## config.mk

```make
export PLATFORM = sky130hd
export DESIGN_NAME = multi_digit_editor
export DESIGN_NICKNAME = d
export VERILOG_FILES = /design/src/rtl/seg_pkg.sv /design/src/rtl/seg7_hex_decode.sv /design/src/rtl/multi_digit_editor.sv
export SDC_FILE = /design/constraint.sdc
export NUM_CORES = 1
export LEC_CHECK = 0
export BUFFER_PORTS_ARGS = -buffer_cell sky130_fd_sc_hd__buf_2
export CORE_UTILIZATION = 65
export DETAILED_ROUTE_END_ITERATION = 10
export PLACE_DENSITY = 0.85
export SKIP_CTS_REPAIR_TIMING = 1
export SLEW_MARGIN = 20
export SYNTH_ARGS = -nofsm -noshare
export SYNTH_HDL_FRONTEND = slang
export SYNTH_SLANG_ARGS = --single-unit
```

## constraint.sdc

```tcl
create_clock -name clk -period 8.18 [get_ports clk]
set_clock_uncertainty 0.05 [all_clocks]
set_input_delay 0.409 -clock clk [delete_from_list [all_inputs] [get_ports clk]]
set_output_delay 0.409 -clock clk [all_outputs]
set_load 0.01 [all_outputs]
```

## src/rtl/seg_pkg.sv

```systemverilog
// Shared seven-segment definitions: active-low hex glyphs, blank code and
// the editor operation decode used by the multi-digit editor.
package seg_pkg;

    // Active-low segments, bit0 = a ... bit6 = g; entry k is the glyph for hex digit k.
    localparam logic [15:0][6:0] HEX_GLYPH = {
        7'h0E, 7'h06, 7'h21, 7'h46,   // F E d C
        7'h03, 7'h08, 7'h10, 7'h00,   // b A 9 8
        7'h78, 7'h02, 7'h12, 7'h19,   // 7 6 5 4
        7'h30, 7'h24, 7'h79, 7'h40    // 3 2 1 0
    };

    // All segments off.
    localparam logic [6:0] SEG_BLANK = 7'h7F;

    // Button vector bit positions: {clr, right, left, inc, dec}.
    localparam int BTN_CLR   = 4;
    localparam int BTN_RIGHT = 3;
    localparam int BTN_LEFT  = 2;
    localparam int BTN_INC   = 1;
    localparam int BTN_DEC   = 0;

    typedef enum logic [2:0] {
        EV_NONE,
        EV_CLR,
        EV_RIGHT,
        EV_LEFT,
        EV_INC,
        EV_DEC
    } edit_op_t;

    // Only the highest-priority event of a cycle is acted on.
    function automatic edit_op_t pick_op(input logic [4:0] evt);
        if (evt[BTN_CLR])        return EV_CLR;
        else if (evt[BTN_RIGHT]) return EV_RIGHT;
        else if (evt[BTN_LEFT])  return EV_LEFT;
        else if (evt[BTN_INC])   return EV_INC;
        else if (evt[BTN_DEC])   return EV_DEC;
        else                     return EV_NONE;
    endfunction

endpackage

```

## src/rtl/seg7_hex_decode.sv

```systemverilog
// Combinational hex digit to active-low seven-segment glyph.
module seg7_hex_decode
    import seg_pkg::*;
(
    input  logic [3:0] digit,
    output logic [6:0] seg_n
);

    assign seg_n = HEX_GLYPH[digit];

endmodule

```

## src/rtl/multi_digit_editor.sv

```systemverilog
// Multi-digit seven-segment editor: button edge detect, cursor/value edit,
// digit scan with registered segment decode, and cursor blink.
module multi_digit_editor
    import seg_pkg::*;
#(
    parameter int DIGITS    = 4,
    parameter int BASE      = 10,
    parameter int SCAN_DIV  = 50000,
    parameter int BLINK_DIV = 25000000
) (
    input  logic                  clk,
    input  logic                  rst,
    input  logic                  btn_right,
    input  logic                  btn_left,
    input  logic                  btn_inc,
    input  logic                  btn_dec,
    input  logic                  btn_clr,
    output logic [DIGITS-1:0]     sel_n,
    output logic [6:0]            seg_n,
    output logic [DIGITS-1:0]     cursor,
    output logic [4*DIGITS-1:0]   value
);

    localparam int IDX_W   = $clog2(DIGITS);
    localparam int SCAN_W  = $clog2(SCAN_DIV);
    localparam int BLINK_W = $clog2(BLINK_DIV);

    localparam logic [3:0]         MAX_DIGIT  = 4'(BASE - 1);
    localparam logic [IDX_W-1:0]   LAST_IDX   = IDX_W'(DIGITS - 1);
    localparam logic [SCAN_W-1:0]  SCAN_LAST  = SCAN_W'(SCAN_DIV - 1);
    localparam logic [BLINK_W-1:0] BLINK_LAST = BLINK_W'(BLINK_DIV - 1);

    logic [4:0]            btn_vec;
    logic [4:0]            btn_prev_reg;
    logic [4:0]            btn_evt_reg;
    edit_op_t              op;

    logic [DIGITS-1:0]     cursor_reg, cursor_next;
    logic [4*DIGITS-1:0]   value_reg, value_next;
    logic [3:0]            digit_inc [DIGITS];
    logic [3:0]            digit_dec [DIGITS];

    logic [SCAN_W-1:0]     scan_cnt_reg, scan_cnt_next;
    logic [IDX_W-1:0]      scan_idx_reg, scan_idx_next;
    logic [BLINK_W-1:0]    blink_cnt_reg, blink_cnt_next;
    logic                  phase_reg, phase_next;

    logic [DIGITS-1:0]     sel_n_reg, sel_n_next;
    logic [6:0]            seg_n_reg, seg_n_next;
    logic [3:0]            scan_digit;
    logic [6:0]            glyph;

    assign btn_vec = {btn_clr, btn_right, btn_left, btn_inc, btn_dec};
    assign op      = pick_op(btn_evt_reg);

    // Register previous levels and the rising-edge events. During reset the
    // previous level tracks the live input so a button held through reset
    // release is not mistaken for a fresh press.
    always_ff @(posedge clk) begin
        if (rst) begin
            btn_prev_reg <= btn_vec;
            btn_evt_reg  <= '0;
        end else begin
            btn_prev_reg <= btn_vec;
            btn_evt_reg  <= btn_vec & ~btn_prev_reg;
        end
    end

    // Per-digit modular increment and decrement candidates.
    generate
        for (genvar gi = 0; gi < DIGITS; gi++) begin : g_digit
            logic [3:0] d;
            assign d             = value_reg[4*gi +: 4];
            assign digit_inc[gi] = (d == MAX_DIGIT) ? 4'd0 : d + 4'd1;
            assign digit_dec[gi] = (d == 4'd0) ? MAX_DIGIT : d - 4'd1;
        end
    endgenerate

    // Apply the selected edit to the cursor and digit values.
    always_comb begin
        cursor_next = cursor_reg;
        value_next  = value_reg;
        case (op)
            EV_CLR: begin
                value_next  = '0;
                cursor_next = DIGITS'(1);
            end
            EV_RIGHT: cursor_next = {cursor_reg[0], cursor_reg[DIGITS-1:1]};
            EV_LEFT:  cursor_next = {cursor_reg[DIGITS-2:0], cursor_reg[DIGITS-1]};
            EV_INC: begin
                for (int k = 0; k < DIGITS; k++) begin
                    if (cursor_reg[k]) value_next[4*k +: 4] = digit_inc[k];
                end
            end
            EV_DEC: begin
                for (int k = 0; k < DIGITS; k++) begin
                    if (cursor_reg[k]) value_next[4*k +: 4] = digit_dec[k];
                end
            end
            default: ;
        endcase
    end

    // Free-running scan slot counter and blink phase; any edit restarts blink visible.
    always_comb begin
        scan_cnt_next  = scan_cnt_reg + SCAN_W'(1);
        scan_idx_next  = scan_idx_reg;
        blink_cnt_next = blink_cnt_reg + BLINK_W'(1);
        phase_next     = phase_reg;
        if (scan_cnt_reg == SCAN_LAST) begin
            scan_cnt_next = '0;
            scan_idx_next = (scan_idx_reg == LAST_IDX) ? '0 : scan_idx_reg + IDX_W'(1);
        end
        if (op != EV_NONE) begin
            blink_cnt_next = '0;
            phase_next     = 1'b0;
        end else if (blink_cnt_reg == BLINK_LAST) begin
            blink_cnt_next = '0;
            phase_next     = ~phase_reg;
        end
    end

    // Decode the digit that will be scanned next cycle so seg_n lines up with sel_n.
    assign scan_digit = value_next[{scan_idx_next, 2'b00} +: 4];

    seg7_hex_decode u_decode (
        .digit (scan_digit),
        .seg_n (glyph)
    );

    // Next display outputs: one active-low select, glyph or blank for the cursor digit.
    always_comb begin
        sel_n_next = ~(DIGITS'(1) << scan_idx_next);
        seg_n_next = glyph;
        if (phase_next && cursor_next[scan_idx_next]) seg_n_next = SEG_BLANK;
    end

    // Editor, scan, blink and display state registers.
    always_ff @(posedge clk) begin
        if (rst) begin
            cursor_reg    <= DIGITS'(1);
            value_reg     <= '0;
            scan_cnt_reg  <= '0;
            scan_idx_reg  <= '0;
            blink_cnt_reg <= '0;
            phase_reg     <= 1'b0;
            sel_n_reg     <= ~DIGITS'(1);
            seg_n_reg     <= HEX_GLYPH[0];
        end else begin
            cursor_reg    <= cursor_next;
            value_reg     <= value_next;
            scan_cnt_reg  <= scan_cnt_next;
            scan_idx_reg  <= scan_idx_next;
            blink_cnt_reg <= blink_cnt_next;
            phase_reg     <= phase_next;
            sel_n_reg     <= sel_n_next;
            seg_n_reg     <= seg_n_next;
        end
    end

    assign cursor = cursor_reg;
    assign value  = value_reg;
    assign sel_n  = sel_n_reg;
    assign seg_n  = seg_n_reg;

endmodule
```

* Yosys cells after proc, flatten, opt, wreduce, memory -nomap -nowiden
Memories as Yosys holds them, arrays and structs flattened.
Cells that the tools add are included.
** Storage, ports and cells
- Register bits :: 85
- Bits in read-only memories :: 112
- Input port bits :: 7
- Output and inout bits :: 31
- Logic and storage cells :: 83
- Memories kept :: 1
** Operators by class
- Add/sub/neg operators :: 11
- $lt $le $gt $ge :: 2
- Eq/ne operators :: 12
- Shift-type cells :: 2
- Multiplexer cells :: 31
- Bitwise operators :: 4
- Reductions and logical operators :: 9
** Memory list
- (name not given) :: words 16, width 7, rd ports 1, clocked after Yosys merged registers in 0, wr ports 0, RTL line seg7_hex_decode.sv:9 : assign seg_n = HEX_GLYPH[digit];
** Operators with widths (count)
- two-way mux 4 bit :: 16
- one-hot mux 16 bit (3 select lines) :: 1
- adder 25 x 1 -> 25 bit (second input constant) :: 1
- equality test 25 bit (second input constant) :: 1
- adder 16 x 1 -> 16 bit (second input constant) :: 1
- adder 4 x 1 -> 4 bit (second input constant) :: 4
- equality test 16 bit (second input constant) :: 1
- equality test 4 bit (second input constant) :: 4
- logical NOT 4 bit :: 4
- indexed part select 16 x 5 -> 4 bit :: 1
- subtractor 4 x 1 -> 4 bit (second input constant) :: 4
- two-way mux 3 bit :: 5
- one-hot mux 4 bit (3 select lines) :: 1
- two-way mux 7 bit :: 1
- equality test 3 x 2 -> 1 bit (second input constant) :: 2
- equality test 3 bit (second input constant) :: 2
- two-way mux 6 bit :: 1
- AND 5 bit :: 1
- < comparator 4 x 5 -> 1 bit (second input constant) :: 1
- NOT 5 bit :: 1
- two-way mux 2 bit :: 2
- NOT 4 bit :: 1
- OR reduction 2 bit :: 2
- left shift 1 x 2 -> 4 bit (first input constant) :: 1
- 10 further kinds :: 12

* Logic depth before layout (Yosys ltp)
- Depth in word-level cells :: 11
- Gate-level depth with buffers :: 14
- Gate-level depth less buffers :: 14

* Modules after synthesis
From an unflattened synthesis, not the netlist that was laid out.
** Second synthesis, totals
- Cells, all modules :: 562
- Area, all modules :: 4702.0 um2
** Modules (own cells, without submodules)
- multi_digit_editor :: instances 1, cells an instance 530, area an instance 4426.7 um2, seq. area each 1701.6 um2
- seg7_hex_decode :: instances 1, cells an instance 32, area an instance 275.3 um2, seq. area each 0.0 um2

* Worst setup path before layout
No wires, ideal clock.
- Path kind :: register -> register
- Start :: register btn_evt_reg[2]
- End :: register seg_n_reg[2] (netlist: seg_n[2])
- Library setup time :: 128 ps
- Data arrival time :: 2750 ps
- Data required time :: 8002 ps
- Path slack :: 5252 ps
- Cell stages (with the launch flop) :: 12
- Buffers on the path :: 1
- Clock period less this slack :: 2928 ps
- Cells stage by stage :: dfxtp_1 > buf_2 > inv_1 > a21oi_1 > nor3_1 > a311oi_1 > o22ai_1 > a221oi_1 > ha_1 > and4bb_2 > a311oi_1 > nor2_1
** On the way
- Longest elaborated chain between the ends :: 9
- Elaborated cells on any way between the ends :: 19
- Classes of those cells :: eq/ne: 5; shift: 1; mux: 10; reduce/logical: 2; memory: 1
** Ends and longest elaborated chain
- from (decl) :: RTL line multi_digit_editor.sv:35 : logic [4:0] btn_evt_reg;
- from (signal assigned) :: RTL line multi_digit_editor.sv:65 : btn_evt_reg <= btn_vec & ~btn_prev_reg;
- two-way mux 3 bit (*) :: RTL line seg_pkg.sv:36 : else if (evt[BTN_LEFT]) return EV_LEFT;
- two-way mux 3 bit (*) :: RTL line seg_pkg.sv:35 : else if (evt[BTN_RIGHT]) return EV_RIGHT;
- two-way mux 3 bit (*) :: RTL line seg_pkg.sv:34 : if (evt[BTN_CLR]) return EV_CLR;
- equality test 3 bit (tied with other cells) :: RTL line multi_digit_editor.sv:83 : case (op)
- one-hot mux 16 bit (3 select lines) / one-hot mux 4 bit (3 select lines) (equally long branches) :: RTL line multi_digit_editor.sv:83
- indexed part select 16 x 5 -> 4 bit / binary-select mux 1 bit (select 2 bit) (equally long branches) :: RTL line multi_digit_editor.sv:124, multi_digit_editor.sv:135
- memory read (16 x 7 bit) / two-way mux 1 bit (equally long branches)
- two-way mux 7 bit (not written as such) / logical AND 1 bit (equally long branches) :: RTL line seg7_hex_decode.sv:9, multi_digit_editor.sv:135
- two-way mux 6 bit (*) :: RTL line multi_digit_editor.sv:135 : if (phase_next && cursor_next[scan_idx_next]) seg_n_next = SEG_BLANK;
- to (signal assigned) :: RTL line multi_digit_editor.sv:148 : seg_n_reg <= HEX_GLYPH[0];
- to (signal assigned) :: RTL line multi_digit_editor.sv:157 : seg_n_reg <= seg_n_next;
- to (decl) :: RTL line multi_digit_editor.sv:49 : logic [6:0] seg_n_reg, seg_n_next;
Every way passes the cells marked *; elsewhere a longest branch is shown, timed or not. The select of a mux whose other input is x is not followed.
A chain may end at the register's enable or synchronous reset.

* Final worst setup path
Same ends and word-level chain as after synthesis.

==> qor.csv <==
metric,value,unit
slew_headroom,38.87,%
grt_pass1_vias,3514,
min_from,btn_right,
die_area,7426,um^2
synth-xor-area-share,7.416,%
synth-simple-area-share,27.90,%
power_density,156.7,nW/um^2
first_pass_iters,5,
ant_nets,0,
min_path_type,in -> reg,
post-route-period-util,46.21,%
ys_warn_count,0,
endpoint_kind,register,
htreeDepth,3,
initial_core_util,67.42,%
total_power,0.7819,mW
final_common_cell,dfxtp_1,
fin_util,73.04,%
synth-async-reset-ratio,0,%
antenna_cells,0,
holdPathStages,1,
final_area,4990,um^2
maxCapViolCount,0,
fillers,554,
portBuffers,37,
wirelength,9.826,mm
numCtsBuffers,9,
grt_max_degree,33,
dpl-instance-area,4800,um^2
synth_compound_area_share,15.29,%
max_slew.worst_pin.slew,0.9169,ns
synth_flop_cell,dfxtp_1,
die_x,86.18,um
dpl.hpwl,6.982,mm
muxShareOfSynthArea,2.988,%
irDropWorstVdd,134.8,uV
p_leak,1.921,nW
clockRootBuffer,clkbuf_8,
worstReg2RegEnd,seg_n[2]$_SDFF_PP0_,
critPathLaunchType,register,
final_nets,598,
rows,30,
path_clk_slew,0.09,ns
min_to,btn_prev_reg[3]$_DFF_P_,
drive_above_1_share,13.00,%
syn_inst,548,
ys_seq_area_share,36.95,%
status,"complete, no violations",
r2r_slack,4.40,ns
cp-startpoint,btn_evt_reg[2]$_SDFF_PP0_,
boundaryPins,38,
yosysUniqueCellTypes,67,
grt_pass1_wl,15.99,mm
drt-initial-drc-count,220,
clk-insertion-delay-late,0.36,ns
syn_nets,574,
period_needed,3.780,ns
viasPerCell,5.948,
tns,0,ns
drc,0,
cp.required,8.35,ns
arrival,3.95,ns
antenna_found_initial,0,
r2r_cells,10,
largest_reg_flops,25,
via_count,4003,
synth_top_family_by_area,simple AND/OR/NAND/NOR gates,
ys_ff_latch,85,
drv_slew,0,
area_growth,8.340,%
crit_type,reg -> reg,
rsz0062_at_grt,false,
finalSetupViolations,0,
avgSynthCellArea,8.405,um^2
gr-usage-all-layers,26.91,%
cts_tree,built,
hold_slack,0.1037,ns
clock_path_buffers,2,
netlist_area,4606,um^2
crit_path_max_fanout,10,
globalRouteOverflowTotal,0,
wl_per_cell,14.60,um
gp_congestion,0.9647,
mostFrequentLayoutCells,"dfxtp_1, nor2_1, nand2_1",
core_area,6832,um^2
r2r-start,btn_evt_reg[2]$_SDFF_PP0_,
hold_viol_final,0,
clock-sinks,85,
synth_fa_ha_area_share,5.162,%
die_height,86.18,um
synth-edff-count,0,
max_freq,0.2645,GHz
## cell families after synthesis
group,after synthesis
simple gates,243
compound gates,105
flops,85
buf+inv,45
xor+xnor,39
fa+ha+maj,19
mux,12
## metal layers
layer  vias to the layer above  share of wire [%]  GRT usage, %
li1                       1989                  -             -
met1                      1868                 46         34.67
met2                       124                 47         44.37
met3                        22                5.7         7.048
met4                         0                1.8         8.030
met5                         -                  0             0
## final cells by class
| type | instances | area [um^2] | share of cell area, % |
|---|---|---|---|
| clock inverter | 5 | 43.79 | 0.8776 |
| timing repair buffer | 39 | 200.2 | 4.012 |
| sequential | 85 | 1702 | 34.10 |
| tap | 96 | 120.1 | 2.407 |
| multi-input combinational | 418 | 2711 | 54.34 |
| inverter | 19 | 71.32 | 1.429 |
| clock buffer | 11 | 141.4 | 2.834 |
## cell usage after synthesis, drive strengths merged (15+ instances only)
library cell | n | area [um^2]
a21oi | 29 | 145.1
clkbuf | 20 | 75.07
dfxtp | 85 | 1702
ha | 19 | 237.7
inv | 19 | 71.32
nand2 | 45 | 171.4
nand3 | 23 | 115.1
nor2 | 73 | 279.0
nor3 | 15 | 75.07
o21ai | 21 | 105.1
xnor2 | 18 | 157.7
xor2 | 21 | 183.9
## worst max-delay path by stage
stage,to,slack [ns],depth (start not counted)
after floorplan,seg_n[2]$_SDFF_PP0_,5.25,11
after global placement,seg_n[5]$_SDFF_PP0_,4.50,11
after detailed placement,seg_n[5]$_SDFF_PP0_,4.42,11
after CTS,seg_n[5]$_SDFF_PP0_,4.39,11
after global routing,seg_n[5]$_SDFF_PP0_,4.07,12
final,seg_n[2]$_SDFF_PP0_,4.40,10
## where the power goes
part,switching (mW),leakage (nW),internal (mW)
registers,0.0106,0.690,0.422
clock network,0.156,0.0881,0.122
logic,0.0435,1.14,0.0266
total,0.211,1.92,0.571
## through the flow
stage               instances  setup WS (ns)
detailed placement        657          4.424
CTS                       673          4.392
global placement          657          4.498
floorplan                 548          5.252
global route              673          4.074
finish                    673          4.400
## critical path, stage by stage (launching register included)
cell	delay, ns
dfxtp_1	0.54
inv_1	0.15
a21oi_1	0.73
nor3_1	0.15
a311oi_1	0.37
o22ai_1	0.18
a221oi_1	0.58
ha_1	0.32
and4bb_2	0.24
a311oi_1	0.27
nor2_1	0.06
(Power assumes the default switching activity.)
